==> src/rtl/uart_rx_pkg.sv <==
// Shared definitions for the 8N1 UART receiver.
//   rx_state_t  : receiver FSM states
//   BAUD_TABLE  : baud rate for each 3-bit baud select code
//   baud_div()  : oversampling tick divisor, rounded to nearest, clamped to 1..65535
package uart_rx_pkg;

    typedef enum logic [1:0] {IDLE, START, DATA, STOP} rx_state_t;

    localparam int unsigned BAUD_TABLE [8] = '{
        1200, 2400, 4800, 9600, 19200, 38400, 57600, 115200
    };

    function automatic logic [15:0] baud_div(input int unsigned clk_freq,
                                             input logic [2:0]  sel,
                                             input int unsigned oversample = 16);
        int unsigned step;
        int unsigned q;
        step = oversample * BAUD_TABLE[sel];
        q    = (clk_freq + step / 2) / step;
        if (q == 0)     q = 1;
        if (q > 65535)  q = 65535;
        return q[15:0];
    endfunction

endpackage

==> src/rtl/uart_baud_gen.sv <==
// Oversampling tick generator.
//   clk_i   : system clock
//   rst_n   : synchronous active-high reset
//   clear_i : hold the counter at zero and suppress ticks
//   div_i   : clocks per tick (>= 1)
//   tick_o  : one-cycle strobe every div_i clocks while clear_i is low
module uart_baud_gen (
    input  logic        clk_i,
    input  logic        rst_n,
    input  logic        clear_i,
    input  logic [15:0] div_i,
    output logic        tick_o
);

    logic [15:0] cnt_q, cnt_d;
    logic        at_end;

    always_comb begin
        at_end = (cnt_q == div_i - 16'd1);
        tick_o = at_end & ~clear_i;
        if (clear_i || at_end) begin
            cnt_d = '0;
        end else begin
            cnt_d = cnt_q + 16'd1;
        end
    end

    always_ff @(posedge clk_i) begin
        if (rst_n) begin
            cnt_q <= '0;
        end else begin
            cnt_q <= cnt_d;
        end
    end

endmodule

==> src/rtl/uart_rx.sv <==
// 8N1 UART receiver with runtime baud select and 16x oversampling.
//   clk_i      : system clock
//   rst_n      : synchronous reset, active HIGH despite the name
//   uart_rx_i  : asynchronous serial line, idle high
//   buad_set_i : baud select 0..7 (1200 .. 115200)
//   rx_data_o  : last correctly framed byte, held until the next good frame
//   rx_done_o  : one-cycle pulse when rx_data_o is updated
//   rx_error_o : one-cycle pulse when the stop bit is sampled low
module uart_rx #(
    parameter int unsigned CLK_FREQ   = 100_000_000,
    parameter int unsigned OVERSAMPLE = 16
) (
    input  logic       clk_i,
    input  logic       rst_n,
    input  logic       uart_rx_i,
    input  logic [2:0] buad_set_i,
    output logic [7:0] rx_data_o,
    output logic       rx_done_o,
    output logic       rx_error_o
);
    import uart_rx_pkg::*;

    localparam int unsigned TW = $clog2(OVERSAMPLE);
    localparam logic [TW-1:0] TICK_LAST = TW'(OVERSAMPLE - 1);
    localparam logic [TW-1:0] TICK_S0   = TW'(OVERSAMPLE / 2 - 1);
    localparam logic [TW-1:0] TICK_S1   = TW'(OVERSAMPLE / 2);
    localparam logic [TW-1:0] TICK_S2   = TW'(OVERSAMPLE / 2 + 1);

    // [0],[1] form the synchronizer; [2] is the delayed copy for edge detect
    logic [2:0]    sync_q;
    logic          rx_s;
    logic          fall;

    rx_state_t     state_q,    state_d;
    logic [TW-1:0] tick_cnt_q, tick_cnt_d;
    logic [2:0]    bit_cnt_q,  bit_cnt_d;
    logic [1:0]    vote_q,     vote_d;
    logic [7:0]    shift_q,    shift_d;
    logic [15:0]   div_q,      div_d;
    logic [7:0]    data_q,     data_d;
    logic          done_q,     done_d;
    logic          err_q,      err_d;

    logic          tick;
    logic          baud_clear;
    logic          maj;

    assign rx_s       = sync_q[1];
    assign fall       = sync_q[2] & ~sync_q[1];
    assign baud_clear = (state_q == IDLE);
    // third sample is taken live at the decision tick
    assign maj        = (vote_q[0] & vote_q[1]) | (vote_q[0] & rx_s) | (vote_q[1] & rx_s);

    uart_baud_gen u_baud_gen (
        .clk_i   (clk_i),
        .rst_n   (rst_n),
        .clear_i (baud_clear),
        .div_i   (div_q),
        .tick_o  (tick)
    );

    always_comb begin
        state_d    = state_q;
        tick_cnt_d = tick_cnt_q;
        bit_cnt_d  = bit_cnt_q;
        vote_d     = vote_q;
        shift_d    = shift_q;
        div_d      = div_q;
        data_d     = data_q;
        done_d     = 1'b0;
        err_d      = 1'b0;

        if (state_q == IDLE) begin
            tick_cnt_d = '0;
            bit_cnt_d  = '0;
            // a line stuck low after a framing error produces no edge here,
            // so a break reports once and waits for the line to go high
            if (fall) begin
                div_d   = baud_div(CLK_FREQ, buad_set_i, OVERSAMPLE);
                state_d = START;
            end
        end else if (tick) begin
            tick_cnt_d = (tick_cnt_q == TICK_LAST) ? '0 : tick_cnt_q + 1'b1;
            if (tick_cnt_q == TICK_S0) vote_d[0] = rx_s;
            if (tick_cnt_q == TICK_S1) vote_d[1] = rx_s;
            if (tick_cnt_q == TICK_S2) begin
                case (state_q)
                    START: begin
                        state_d = maj ? IDLE : DATA;
                    end
                    DATA: begin
                        shift_d = {maj, shift_q[7:1]};
                        if (bit_cnt_q == 3'd7) begin
                            state_d = STOP;
                        end else begin
                            bit_cnt_d = bit_cnt_q + 3'd1;
                        end
                    end
                    STOP: begin
                        if (maj) begin
                            data_d = shift_q;
                            done_d = 1'b1;
                        end else begin
                            err_d  = 1'b1;
                        end
                        state_d = IDLE;
                    end
                    default: state_d = IDLE;
                endcase
            end
        end
    end

    always_ff @(posedge clk_i) begin
        if (rst_n) begin
            sync_q     <= 3'b111;
            state_q    <= IDLE;
            tick_cnt_q <= '0;
            bit_cnt_q  <= '0;
            vote_q     <= '0;
            shift_q    <= '0;
            div_q      <= 16'd1;
            data_q     <= '0;
            done_q     <= 1'b0;
            err_q      <= 1'b0;
        end else begin
            sync_q     <= {sync_q[1:0], uart_rx_i};
            state_q    <= state_d;
            tick_cnt_q <= tick_cnt_d;
            bit_cnt_q  <= bit_cnt_d;
            vote_q     <= vote_d;
            shift_q    <= shift_d;
            div_q      <= div_d;
            data_q     <= data_d;
            done_q     <= done_d;
            err_q      <= err_d;
        end
    end

    assign rx_data_o  = data_q;
    assign rx_done_o  = done_q;
    assign rx_error_o = err_q;

endmodule

==> config.mk <==
export PLATFORM = sky130hd
export DESIGN_NAME = uart_rx
export DESIGN_NICKNAME = d
export VERILOG_FILES = /design/src/rtl/uart_rx_pkg.sv /design/src/rtl/uart_baud_gen.sv /design/src/rtl/uart_rx.sv
export SDC_FILE = /design/constraint.sdc
export NUM_CORES = 1
export LEC_CHECK = 0
export CORE_AREA = 2 2 211 213
export CTS_BUF_LIST = sky130_fd_sc_hd__clkbuf_16
export CTS_CLUSTER_SIZE = 24
export DETAILED_ROUTE_END_ITERATION = 10
export DIE_AREA = 0 0 213 215
export SLEW_MARGIN = 20
export SYNTH_ARGS = -nofsm -noshare
export SYNTH_HDL_FRONTEND = slang
export SYNTH_SLANG_ARGS = --single-unit
==> constraint.sdc <==
create_clock -name clk_i -period 42.8 [get_ports clk_i]
set_input_delay 6.42 -clock clk_i [delete_from_list [all_inputs] [get_ports clk_i]]
set_output_delay 6.42 -clock clk_i [all_outputs]
set_load 0.02 [all_outputs]
==> run metrics <==
CTS tree=built; area occupied by multi-input gates=between 15000 and 20000 sq um; Slew @ Worst Pin=around 1.2 ns; fmax=24.0 MHz; relative slew slack=0.209; Max clock buf depth=2; core region area=roughly 44000 sq um; Layout Nets=3179; worst-path fanout max=11; Seq/Total Area, Yosys=0.0662; Final min period=41.68 ns; Crit-path slowest cell=or4_1; dpl ws=-1.52 ns; root buf cell=clkbuf_16; vias in the first global route=approximately 22000; Crit path top cell by count=ha_1; via density per instance=~6.6; DRC violations left=0; Req. time, crit path=between 40 and 50 ns; Fin Clk Skew=between 0.005 and 0.006 ns; Finished Layout Cells=3575; CP endpoint kind=flip-flop; Worst Slack Setup Final=1.12 ns; status=finished clean; Synth cell types=about 130; Cell Rows=77; Fin. Hold Viols=0; Post-synth EDFFs=0; Synth Area per Inst=just over 7 sq um; hold slack=0.409 ns; CP Data Arrival Time=between 40 and 50 ns; antenna viol nets, final=0; Final Cycle Share=0.974; clk_lat worst skew=~0.33 ns; MaxCap Viol Count=0; Syn Inst Count=2739; Ys Warns=0; DR pass1 iterations=6; I/O Pins=16; vias=23500; # clock sinks=between 60 and 70; Syn Std Cell Area=19400 sq um; largest cells by area after synthesis=ha_1 (13%), dfxtp_1 (6.6%), xnor2_1 (5.9%); Overflow after GRT=0; die area=roughly 46000 sq um; Die Y=~220 um; cell count after placement=between 3000 and 4000; final WL=roughly 90000 um; global placement routability congestion=between 1 and 1.5; total CTS buffers=9; CP Launch Type=primary input; synthesized flop and latch total=64; wire per inst=about 25 um; Die Span X=roughly 210 um; register area=~1300 sq um; initial antenna violation count=0; CP peak stage delay=0.52 ns; final setup vio count=0; Overall Global Routing Usage=0.374; first-pass GRT wire length=roughly 130000 um; total number of H-tree levels=3; dominant synthesized flop cell=dfxtp_1; fin. max-slew vios=0; HPWL Detailed=69800 um; Port Buf Inserts=15; FILL cells=4291; layout cells sized above 1=0.220; Hold Path Class=reg2reg; CP Class=in2reg; cts hold-fix bufs=0; First DRT Iteration DRCs=~2400; largest area contributor in the netlist=ha_1; Initial Util=0.443; area grow syn2layout=22.1%; Synth top area share=0.125; largest net degree at the start of global routing=between 40 and 50; clk slew on worst S/H paths=0.06 ns; fraction of registers with async set/reset=0
==> cell usage in the layout (no fill, tap or decap), drive strengths merged, types with 43 or more instances in the layout <==
master,n
a211oi,62
a21o,81
a21oi,199
a31oi,56
buf,329
dfxtp,64
ha,194
inv,83
mux2i,66
nand2,258
nand3,79
nand4,43
nor2,286
nor3,83
o21a,45
o21ai,152
xnor2,132
xor2,71
==> flip-flops by register name, indices dropped and copies added, names as in the netlist <==
name and flops:
div_q 16, u_baud_gen.cnt_q 16, rx_done_o 1, state_q 2, rx_data_o 8, vote_q 2
rx_error_o 1, shift_q 8, bit_cnt_q 3, sync_q 3, tick_cnt_q 4
==> stage by stage <==
stage / util / cell area, sq um / TNS [ns]
6_report: 0.542 / 23600 / 0
5_1_grt: 0.541 / 23600 / -0.497
4_1_cts: 0.516 / 22500 / 0
3_5_place_dp: 0.504 / 22000 / -1.52
3_3_place_gp: 0.504 / 22000 / -0.942
2_1_floorplan: - / 19700 / 0
==> cell usage after synthesis, types with 25 or more instances <==
master and n:
a211oi_1 55, a21o_1 80, a21oi_1 197, a31oi_1 50, and2_1 40, and3_1 35, clkbuf_1 82, dfxtp_1 64
ha_1 194, inv_1 80, mux2_2 31, mux2i_1 65, nand2_1 256, nand2b_1 40, nand3_1 79, nand4_1 41
nor2_1 279, nor2b_1 30, nor3_1 80, nor4_1 27, o211ai_1 32, o21a_1 45, o21ai_0 132, o31ai_1 26
or2_2 25, or3_1 40, xnor2_1 131, xor2_1 71
==> what timing repair did <==
action | CTS | global route
gates resized for setup | 30 | 139
gates cloned | 0 | 3
setup endpoints to repair | 1 | 2
buffers inserted | 1 | 60
pin swaps | 4 | 107
==> kinds of logic (layout without fill, tap and decap cells) <==
| group | after synthesis | count (layout) | synth area share |
|---|---|---|---|
| simple gates | 1061 | 1061 | 0.276 |
| compound gates | 902 | 905 | 0.337 |
| buf+inv | 207 | 444 | 0.0434 |
| xor+xnor | 204 | 204 | 0.0934 |
| fa+ha+maj | 200 | 200 | 0.130 |
| mux | 99 | 99 | 0.0539 |
| flops | 64 | 64 | 0.0662 |
| other cells | 2 | 6 | 0.000388 |
==> critical path, delay by kind of cell <==
family                   cells  cell delay, ns
AO/OA/AOI/OAI               87           16.54
AND/OR/NAND/NOR             56            8.87
adder cells (fa/ha/maj)     21            6.32
buffers and inverters       19            2.56
multiplexers                 3            0.72
XOR/XNOR                     2            0.38
==> metal layers <==
layer,routed length (um),global-route usage
met5,0,0
met4,4700,0.183
met3,6110,0.0425
met2,41500,0.620
met1,37400,0.477
==> cell type report <==
cell class                      instances  share of cell area
Inverter                               86              0.0143
Timing Repair Buffer                  342               0.111
Clock buffer                            9             0.00953
Clock inverter                          7             0.00402
Sequential cell                        64              0.0542
Tap cell                              592              0.0313
Antenna cell                            1            0.000106
Multi-Input combinational cell       2474               0.776
==> final timing paths <==
check | to | slack (ns) | startpoint | cells past startpoint
max reg2reg | bit_cnt_q[2] | 38.72 | div_q[0] | 13
min reg2reg | sync_q[1] | 0.41 | sync_q[0] | 1
max | div_q[0] | 1.12 | buad_set_i[1] | 188
min | sync_q[1] | 0.41 | sync_q[0] | 1
Power is left out: the tool's default activity adds up to more than one toggle a clock period on the data nets, which glitch-free logic cannot reach.
